### config.mk
export PLATFORM = sky130hd
export DESIGN_NAME = binary_to_bcd
export DESIGN_NICKNAME = d
export VERILOG_FILES = /design/src/rtl/seven_pkg.sv /design/src/rtl/bcd_add3.sv /design/src/rtl/binary_to_bcd.sv
export SDC_FILE = /design/constraint.sdc
export NUM_CORES = 1
export LEC_CHECK = 0
export CORE_AREA = 5 5 80 82
export CTS_CLUSTER_SIZE = 12
export DETAILED_ROUTE_END_ITERATION = 12
export DIE_AREA = 0 0 85 87
export PLACE_DENSITY = 0.68
export SYNTH_ARGS = -nofsm -noshare
export SYNTH_HDL_FRONTEND = slang
export SYNTH_SLANG_ARGS = --single-unit
### constraint.sdc
create_clock -name clock -period 5.9 [get_ports clock]
set_clock_uncertainty 0.15 [all_clocks]
set_input_delay 0.59 -clock clock [delete_from_list [all_inputs] [get_ports clock]]
set_output_delay 0.59 -clock clock [all_outputs]
set_load 0.02 [all_outputs]
### src/rtl/seven_pkg.sv
// Shared widths, limits and FSM state encoding for the binary-to-BCD converter.
package seven_pkg;

    localparam int BIN_W      = 14;
    localparam int DIGIT_W    = 4;
    localparam int NUM_DIGITS = 4;
    localparam int MAX_VALUE  = 9999;
    localparam int ITERATIONS = 14;
    localparam int CNT_W      = $clog2(ITERATIONS);
    localparam int BCD_W      = DIGIT_W * NUM_DIGITS;

    typedef enum logic [1:0] {
        IDLE,
        SHIFT,
        DONE
    } state_t;

endpackage

### src/rtl/bcd_add3.sv
// Double-dabble digit correction: add 3 to any BCD digit of 5 or more.
module bcd_add3
    import seven_pkg::*;
(
    input  logic [DIGIT_W-1:0] value,
    output logic [DIGIT_W-1:0] corrected
);

    assign corrected = (value >= 4'd5) ? value + 4'd3 : value;

endmodule

### src/rtl/binary_to_bcd.sv
// Sequential 14-bit binary to 4-digit BCD converter (shift-and-add-3).
// Define BCD_SATURATE_EN to show 9999 on overflow instead of value mod 10000.
module binary_to_bcd
    import seven_pkg::*;
(
    input  logic               clock,
    input  logic               reset,
    input  logic               start,
    input  logic [BIN_W-1:0]   binary,
    output logic               busy,
    output logic               done,
    output logic               overflow,
    output logic [DIGIT_W-1:0] digit_1,
    output logic [DIGIT_W-1:0] digit_2,
    output logic [DIGIT_W-1:0] digit_3,
    output logic [DIGIT_W-1:0] digit_4
);

    state_t             state_q;
    state_t             state_d;
    logic [CNT_W-1:0]   cnt_q;
    logic [BIN_W-1:0]   shreg_q;
    logic [BCD_W-1:0]   scratch_q;
    logic               ovf_cap_q;
    logic [BCD_W-1:0]   scratch_adj;
    logic [BCD_W-1:0]   scratch_nxt;
    logic               accept;
    logic               last;

    for (genvar i = 0; i < NUM_DIGITS; i++) begin : g_add3
        bcd_add3 u_add3 (
            .value     (scratch_q[i*DIGIT_W +: DIGIT_W]),
            .corrected (scratch_adj[i*DIGIT_W +: DIGIT_W])
        );
    end

    // Ten-thousands carry falls off the top of the scratch register here.
    assign scratch_nxt = {scratch_adj[BCD_W-2:0], shreg_q[BIN_W-1]};

    always_comb begin
        state_d = state_q;
        accept  = 1'b0;
        last    = 1'b0;
        unique case (state_q)
            IDLE: begin
                if (start) begin
                    accept  = 1'b1;
                    state_d = SHIFT;
                end
            end
            SHIFT: begin
                if (cnt_q == '0) begin
                    last    = 1'b1;
                    state_d = DONE;
                end
            end
            DONE: begin
                if (start) begin
                    accept  = 1'b1;
                    state_d = SHIFT;
                end else begin
                    state_d = IDLE;
                end
            end
            default: state_d = IDLE;
        endcase
    end

    always_ff @(posedge clock or posedge reset) begin
        if (reset) begin
            state_q   <= IDLE;
            cnt_q     <= '0;
            shreg_q   <= '0;
            scratch_q <= '0;
            ovf_cap_q <= 1'b0;
            overflow  <= 1'b0;
            digit_1   <= '0;
            digit_2   <= '0;
            digit_3   <= '0;
            digit_4   <= '0;
        end else begin
            state_q <= state_d;
            if (accept) begin
                shreg_q   <= binary;
                scratch_q <= '0;
                cnt_q     <= CNT_W'(ITERATIONS - 1);
                ovf_cap_q <= (int'(binary) > MAX_VALUE);
            end else if (state_q == SHIFT) begin
                shreg_q   <= shreg_q << 1;
                scratch_q <= scratch_nxt;
                if (!last) begin
                    cnt_q <= cnt_q - 1'b1;
                end
            end
            if (last) begin
                overflow <= ovf_cap_q;
`ifdef BCD_SATURATE_EN
                if (ovf_cap_q) begin
                    digit_1 <= 4'd9;
                    digit_2 <= 4'd9;
                    digit_3 <= 4'd9;
                    digit_4 <= 4'd9;
                end else begin
                    digit_1 <= scratch_nxt[15:12];
                    digit_2 <= scratch_nxt[11:8];
                    digit_3 <= scratch_nxt[7:4];
                    digit_4 <= scratch_nxt[3:0];
                end
`else
                digit_1 <= scratch_nxt[15:12];
                digit_2 <= scratch_nxt[11:8];
                digit_3 <= scratch_nxt[7:4];
                digit_4 <= scratch_nxt[3:0];
`endif
            end
        end
    end

    assign busy = (state_q == SHIFT);
    assign done = (state_q == DONE);

endmodule

-- Yosys cells after proc, flatten, opt, wreduce, memory -nomap -nowiden
Cells that the tools add are included.
- register bits: 54
- bits in latches: 0
- RAM bits: 0
- bits in read-only memories: 0
- input port bits: 17
- output and inout bits: 19
- word-level logic and storage cells: 50
- memories kept: 0
- $add $sub $neg: 5
- multiply operators: 0
- divide/modulo/power cells: 0
- magnitude comparators: 5
- eq/ne operators: 5
- shift-type cells: 0
- muxes and demuxes: 19
- bitwise logic cells: 0
- reductions and logical operators: 6
- operator list (operator ; count):
    two-way mux 16 bit ; 2
    two-way mux 14 bit ; 2
    two-way mux 4 bit ; 6
    greater-or-equal comparator 4 x 3 -> 1 bit, second input constant ; 4
    greater-than comparator 14 bit, second input constant ; 1
    adder 4 x 2 -> 4 bit, second input constant ; 3
    case mux 2 bit (3 select lines) ; 1
    two-way mux 1 bit ; 5
    zero test 4 bit ; 1
    two-way mux 2 bit ; 2
    inequality test 2 bit, second input constant ; 2
    AND reduction 2 bit ; 2
    subtractor 4 x 1 -> 4 bit, second input constant ; 1
    adder 3 x 2 -> 3 bit, second input constant ; 1
    two-way mux 3 bit ; 1
    equality test 2 x 1 -> 1 bit, second input constant ; 1
    equality test 2 bit, second input constant ; 1
    zero test 2 bit ; 1
    inequality test 2 x 1 -> 1 bit, second input constant ; 1
    nonzero test 2 bit ; 1
    OR reduction 2 bit ; 1

-- Depth between registers and ports, before layout
Gate-level depths: netlist (run 1).
- depth in word-level cells: 6
- gate-level depth with buffers: 8
- gate-level depth less buffers: 7

-- Hierarchy
A second synthesis (run 1) with hierarchy kept.
- cells, all modules: 230
- area total of the unflattened synthesis: 2632.5 um2
- by module, submodules not included (module ; times used ; cells an instance ; area an instance (um2) ; seq. area each (um2)):
    binary_to_bcd ; 1 ; 166 ; 2227.1 ; 1351.3
    bcd_add3 ; 4 ; 16 ; 101.3 ; 0.0

-- Worst setup path before layout (run 1)
Ideal clock, no wire load.
- path type: register -> register
- start point: register cnt_q[0]
- end point: register digit_1[1]
- setup time: 0.125 ns
- arrival: 1.707 ns
- data required time: 5.625 ns
- path slack: 3.918 ns
- cell stages (with the launch flop): 8
- buffers on the path: 1
- period minus slack after synthesis: 1.982 ns
- path through: dfrtp_1 -> inv_1 -> ha_1 -> or3b_1 -> or2_1 -> buf_6 -> clkinv_4 -> mux2_2
- longest elaborated chain between the ends: 3
- RTL lines (what ; line ; source):
    start, declared ; binary_to_bcd.sv:21 ; logic [CNT_W-1:0] cnt_q;
    start signal, assigned ; binary_to_bcd.sv:86 ; cnt_q <= CNT_W'(ITERATIONS - 1);
    start signal, assigned ; binary_to_bcd.sv:92 ; cnt_q <= cnt_q - 1'b1;
    zero test 4 bit ; binary_to_bcd.sv:52 ; if (cnt_q == '0) begin
    two-way mux 1 bit ; binary_to_bcd.sv:52 ;
    two-way mux 1 bit ; binary_to_bcd.sv:44 ; unique case (state_q)
    end signal, assigned ; binary_to_bcd.sv:110 ; digit_1 <= scratch_nxt[15:12];
    end, declared ; binary_to_bcd.sv:13 ; output logic [DIGIT_W-1:0] digit_1,
No other way between the ends.
A chain may end at the register's enable or synchronous reset.

-- Final worst setup path (run 1)
- start point: register state_q[0]
- end point: output port busy
- longest elaborated chain between the ends: 1
- RTL lines (what ; line ; source):
    start, declared ; binary_to_bcd.sv:19 ; state_t state_q;
    start signal, assigned ; binary_to_bcd.sv:82 ; state_q <= state_d;
    equality test 2 x 1 -> 1 bit ; binary_to_bcd.sv:119 ; assign busy = (state_q == SHIFT);
    end, declared ; binary_to_bcd.sv:10 ; output logic busy,
No other way between the ends.

==> results of run 1 <==
## state kept, by name, indices dropped and copies added, names as in the netlist
signal,cells
cnt_q,4
digit_1,4
digit_2,4
digit_3,4
digit_4,4
overflow,1
ovf_cap_q,1
scratch_q,16
shreg_q,14
state_q,2
## cell usage in the layout (no fill, tap or decap), types with 3 or more instances in the layout
cell type | synthesis | final
a21oi_1 | 11 | 11
mux2i_1 | 3 | 3
a22oi_1 | 13 | 13
nand2_1 | 53 | 53
xnor2_1 | 4 | 4
buf_4 | 0 | 3
mux2_2 | 5 | 5
clkbuf_8 | 0 | 6
nor3_1 | 5 | 5
inv_1 | 12 | 11
o21ai_0 | 26 | 26
nand2b_1 | 5 | 5
nand3_1 | 5 | 5
nor3b_1 | 7 | 7
dfrtp_1 | 54 | 54
a22o_1 | 6 | 6
ha_1 | 10 | 10
clkdlybuf4s50_1 | 0 | 35
## layout make-up
class,count,area [sq um]
fill,544,2668
timing repair buffer,38,372.9
multi-input combinational,169,1041
sequential,54,1351
clock buffer,7,86.33
inverter,14,57.56
tap,75,93.84
clock inverter,1,5.005
## worst paths after layout
check	start	to	slack, ps	cells after the start
max	state_q[0]	busy	3070	3
min	digit_2[0]	digit_2[0]	330	2
max reg2reg	state_q[0]	cnt_q[0]	3250	6
min reg2reg	digit_2[0]	digit_2[0]	330	2
max in group asynchronous	reset	shreg_q[12]	4520	3
min in group asynchronous	reset	shreg_q[3]	630	3
## per-layer routing
metal | track usage | vias to the layer above
met4 | 0.03022 | 0
met1 | 0.1865 | 857
met3 | 0.03690 | 6
met5 | 0 | -
li1 | - | 921
met2 | 0.2394 | 33
## per-stage QoR
stage                     setup slack, ps  area, sq um  hold slack, ps  power, mW  cells
after global placement               3352         2917           310.2      1.384    350
after detailed placement             3262         2917           313.3      1.408    350
after CTS                            3055         3008           339.7      1.624    358
after global routing                 2923         3008           359.9      1.747    358
final                                3069         3008           334.2      1.606    358
after floorplan                      3845         2505           296.3      1.165    248
## power breakdown
part	switching (mW)	internal (mW)
Clock	0.120	0.0951
Sequential	0.111	0.533
Combinational	0.410	0.338
Total	0.641	0.965
## worst register-to-register path: cells and delay by family (launching register included)
kind / cells / cell delay, ps
flops: 1 / 400
simple gates: 3 / 1030
mux: 1 / 270
buf+inv: 2 / 690
## cell usage after synthesis (all sizes together) (3+ instances only)
master / n / share of area
mux2i: 3 / 0.012
a22oi: 13 / 0.039
ha: 10 / 0.050
nand2: 53 / 0.079
nor3: 5 / 0.010
buf: 6 / 0.014
a21oi: 11 / 0.022
clkbuf: 5 / 0.0075
nand3: 5 / 0.010
nand2b: 5 / 0.012
mux2: 6 / 0.028
a22o: 6 / 0.021
dfrtp: 54 / 0.54
nor3b: 7 / 0.021
nor2: 3 / 0.010
xnor2: 4 / 0.014
inv: 12 / 0.018
o21ai: 27 / 0.054
## logic make-up after synthesis
group / count (synthesis) / share of synthesized area
buffers and inverters: 25 / 0.04495
adder cells (fa/ha/maj): 10 / 0.04995
AND/OR/NAND/NOR: 84 / 0.1598
XOR/XNOR: 4 / 0.01398
flip-flops: 54 / 0.5395
multiplexers: 9 / 0.04046
AO/OA/AOI/OAI: 62 / 0.1513
==> flow_summary.toml, run 1 <==
[outcome]
outcome = "completed"

[critical_path]
crit_arrival_ps = 2090
cp.required_ps = 5160
cp-end-kind = "output pin"
crit_path_top_delay_cell = "clkdlybuf4s50_1"
cp-start-kind = "flop"
critPathMaxStageDelay_ps = 640
crit_family = "buffers and inverters"
worst-path-buf-inv = 2
path_max_fanout = 14
cp_cell_sequence = "nand2b_1 -> clkinv_1 -> clkdlybuf4s50_1"
crit_type = "flop to output pin"

[floorplanning]
start_util = 0.4414
io_pins = 36
core_sq_um = 5675
die_width_um = 85
floorplan.rows = 28
die_area_sq_um = 7395
die_h_um = 87

[routing]
drt-met1-wl_mm = 2.189
vias = 1817
finalWirelength_mm = 4.831
met2WireLength_mm = 2.346
firstDrtPassIters = 4
highest_layer = "met4"
dr_wl_met3_um = 250
drc = 0
drt_iter0_markers = 90
vias_per_cell = 5.075
detail-route-antenna-nets = 0
wire_per_inst_um = 13.49

[synth]
yosysWarnings = 0
ys.flop_type = "dfrtp_1"
syn_area_per_cell_sq_um = 10.10
ys_seq_elements = 54
netlist_instances = 248
ys_types = 34
syn-num-nets = 275
synthArstFlopShare = 1.000
synth-seq-area-share = 0.5395
synthesis.area_sq_um = 2505
synth_edf_count = 0

[hold_path]
hp-class = "flop to flop"

[sta]
period_needed_ps = 2831
hold_violations = 0
rsz0062_at_grt = "false"
setup_tns_ps = 0
finalCritPeriodShare = 0.4798
fmax_ghz = 0.3532
max_slew_margin = 0.4381
worst_slew_pin_slew_ps = 842.9
finalSetupViolCount = 0
slew_viol_final = 0

[global_route]
grt_pass1_wl_mm = 8.452
grt_use_total = 0.1424
overflow = 0
grt_pass1_vias = 1811
antenna_found_initial = 0
grt_max_degree = 55

[clock_network]
cts_made_buffers = 5
clk_latency_ps = 310
cts_root_buf = "clkbuf_8"
cts_tree = "done"
clockBufferDepth = 2
ctsResizeCount = 0
ctsHoldBuffers = 0
htree_levels = 2
postCtsSetupRepairBufs = 0
clk_pin_slew_ps = 100
clkSinkCount = 54

[place]
place.gp.congestion = 0.7906
numPortBuffers = 35
dpl.hpwl_mm = 3.435

[finish]
finalNetCount = 309
synthToLayoutAreaGrowth_pct = 20.08
diodes = 0
utilization = 0.5300
drive_above_1_share = 0.07067

[power]
leakage_nw = 1.366
peakVddDrop_uv = 224.4
power_density_nw_per_um2 = 533.9

[flow_run]
cap_viol_max_count = 0
Note: power is estimated with default switching activity, not from simulation.
==> run 2, diff against run 1 <==
==> constraint.sdc (replaced) <==
create_clock -name clock -period 2.9 [get_ports clock]
set_clock_uncertainty 0.15 [all_clocks]
set_input_delay 0.29 -clock clock [delete_from_list [all_inputs] [get_ports clock]]
set_output_delay 0.29 -clock clock [all_outputs]
set_load 0.02 [all_outputs]
==> run 2 against run 1 <==
Register-to-register slack lost 2600 ps; via count shrank 0.39%; die area is the same; core utilization grew 0.13 points; first-iteration DRC count grew 2.2%; non-clock buffer count grew 3; setup slack lost 2700 ps; global-route usage grew 0.13 points; design area grew 0.25%; sequential share of layout area shrank 0.11 points; flip-flop and latch count is the same.
==> flow_summary.toml, run 2 (synthesized netlist as in run 1, its figures left out) <==
[routing]
drt_iter0_markers = 92
vias = 1810
drc = 0
firstDrtPassIters = 4
vias_per_cell = 5.028
detail-route-antenna-nets = 0
wire_per_inst_um = 13.45
finalWirelength_mm = 4.843

[place]
numPortBuffers = 35
place.gp.congestion = 0.7845
placed_area_sq_um = 2939
dpl.hpwl_mm = 3.517

[finish]
post-route-cell-area_sq_um = 3015
diodes = 0
drive_above_1_share = 0.07368
most-common-layout-cells = "dfrtp_1 (54), nand2_1 (53), clkdlybuf4s50_1 (35)"
top_register = "scratch_q"
final_common_cell = "dfrtp_1"
finalNetCount = 312
biggestRegsByFlops = "scratch_q (16), shreg_q (14)"
synthToLayoutAreaGrowth_pct = 20.38
largest_register_ffs = 16

[global_route]
grt_pass1_wl_mm = 8.493
overflow = 0
antenna_found_initial = 0
grt_use_total = 0.1437
grt_max_degree = 28
grt_pass1_vias = 1833

[critical_path]
cp-end-kind = "output pin"
cp.required_ps = 2460
cp-start-kind = "flop"
crit_type = "flop to output pin"
path_max_fanout = 14
crit_arrival_ps = 2060

[flow_run]
cap_viol_max_count = 0

[floorplanning]
floorplan.rows = 28
core_sq_um = 5675
die_area_sq_um = 7395
io_pins = 36
start_util = 0.4414
die_h_um = 87
die_width_um = 85

[outcome]
outcome = "completed"

[clock_network]
cts_tree = "done"
postCtsSetupRepairBufs = 0
clkSinkCount = 54
cts_root_buf = "clkbuf_8"
clk_pin_slew_ps = 80
ctsHoldBuffers = 0
ctsResizeCount = 0
htree_levels = 2
clk_latency_ps = 300
clockBufferDepth = 2
cts_made_buffers = 5

[power]
power_density_nw_per_um2 = 1073
peakVddDrop_uv = 455.0
leakage_nw = 1.370

[sta]
setup_tns_ps = 0
max_slew_margin = 0.6282
fmax_ghz = 0.4001
worst_slew_pin_slew_ps = 556.8
hold_violations = 0
slew_viol_final = 0
period_needed_ps = 2500
rsz0062_at_grt = "false"
finalCritPeriodShare = 0.8619
finalSetupViolCount = 0

[hold_path]
hp-class = "primary input to asynchronous set/reset pin"
run 2: power breakdown:
| part | leakage (nW) | switching (mW) | internal (mW) |
|---|---|---|---|
| sequential | 0.683 | 0.231 | 1.08 |
| clock | 0.0383 | 0.225 | 0.167 |
| combinational | 0.649 | 0.831 | 0.696 |
run 2: worst paths after layout:
kind / start / end / slack [ps] / cells after the start
hold / removal: reset / cnt_q[1] / 200 / 2
setup / recovery: state_q[0] / busy / 400 / 3
max in group asynchronous: reset / digit_3[1] / 1790 / 3
min in group clock: digit_2[2] / digit_2[2] / 330 / 2
hold reg to reg: digit_2[2] / digit_2[2] / 330 / 2
setup reg to reg: state_q[0] / scratch_q[3] / 690 / 6
run 2: area by class of cell:
cell class              count  area (sq um)
inverters                  14         57.56
flip-flops and latches     54          1351
multi-input cells         169          1041
clock buffers               7         76.32
well taps                  75         93.84
fillers                   540          2660
repair buffers             41         395.4
run 2: metrics by stage:
step	util	hold slack [ps]	setup slack (ps)	std cells	total power [mW]
final	0.5313	204.8	400.5	360	3.235
after global placement	0.5179	308.6	795.0	353	2.829
after global routing	0.5313	232.7	224.5	360	3.526
after detailed placement	0.5179	312.7	698.0	353	2.881
after floorplan	-	268.1	918.1	248	2.370
after CTS	0.5313	216.0	364.9	360	3.280
run 2: per-layer routing:
layer / share of wire / vias to the layer above / routed length (um) / global-route usage
met1: 0.48 / 849 / 2329 / 0.1878
met4: 0.015 / 0 / 71 / 0.04748
met3: 0.042 / 5 / 205 / 0.03311
met2: 0.46 / 32 / 2236 / 0.2366
met5: 0 / - / 0 / 0
li1: - / 924 / - / -
run 2: worst max-delay path, stage by stage, from the launching register on:
cell and delay [ps]:
dfrtp_1 400, nand2b_1 370, clkinv_1 360, clkdlybuf4s50_1 640
==> run 3, diff against run 2 <==
--- a/config.mk
+++ b/config.mk
@@ -13,3 +13,4 @@
 export SYNTH_ARGS = -nofsm -noshare
 export SYNTH_HDL_FRONTEND = slang
 export SYNTH_SLANG_ARGS = --single-unit
+export TNS_END_PERCENT = 20
==> results of run 3 <==
The final DEF is identical to that of run 2; final timing and power are the same.
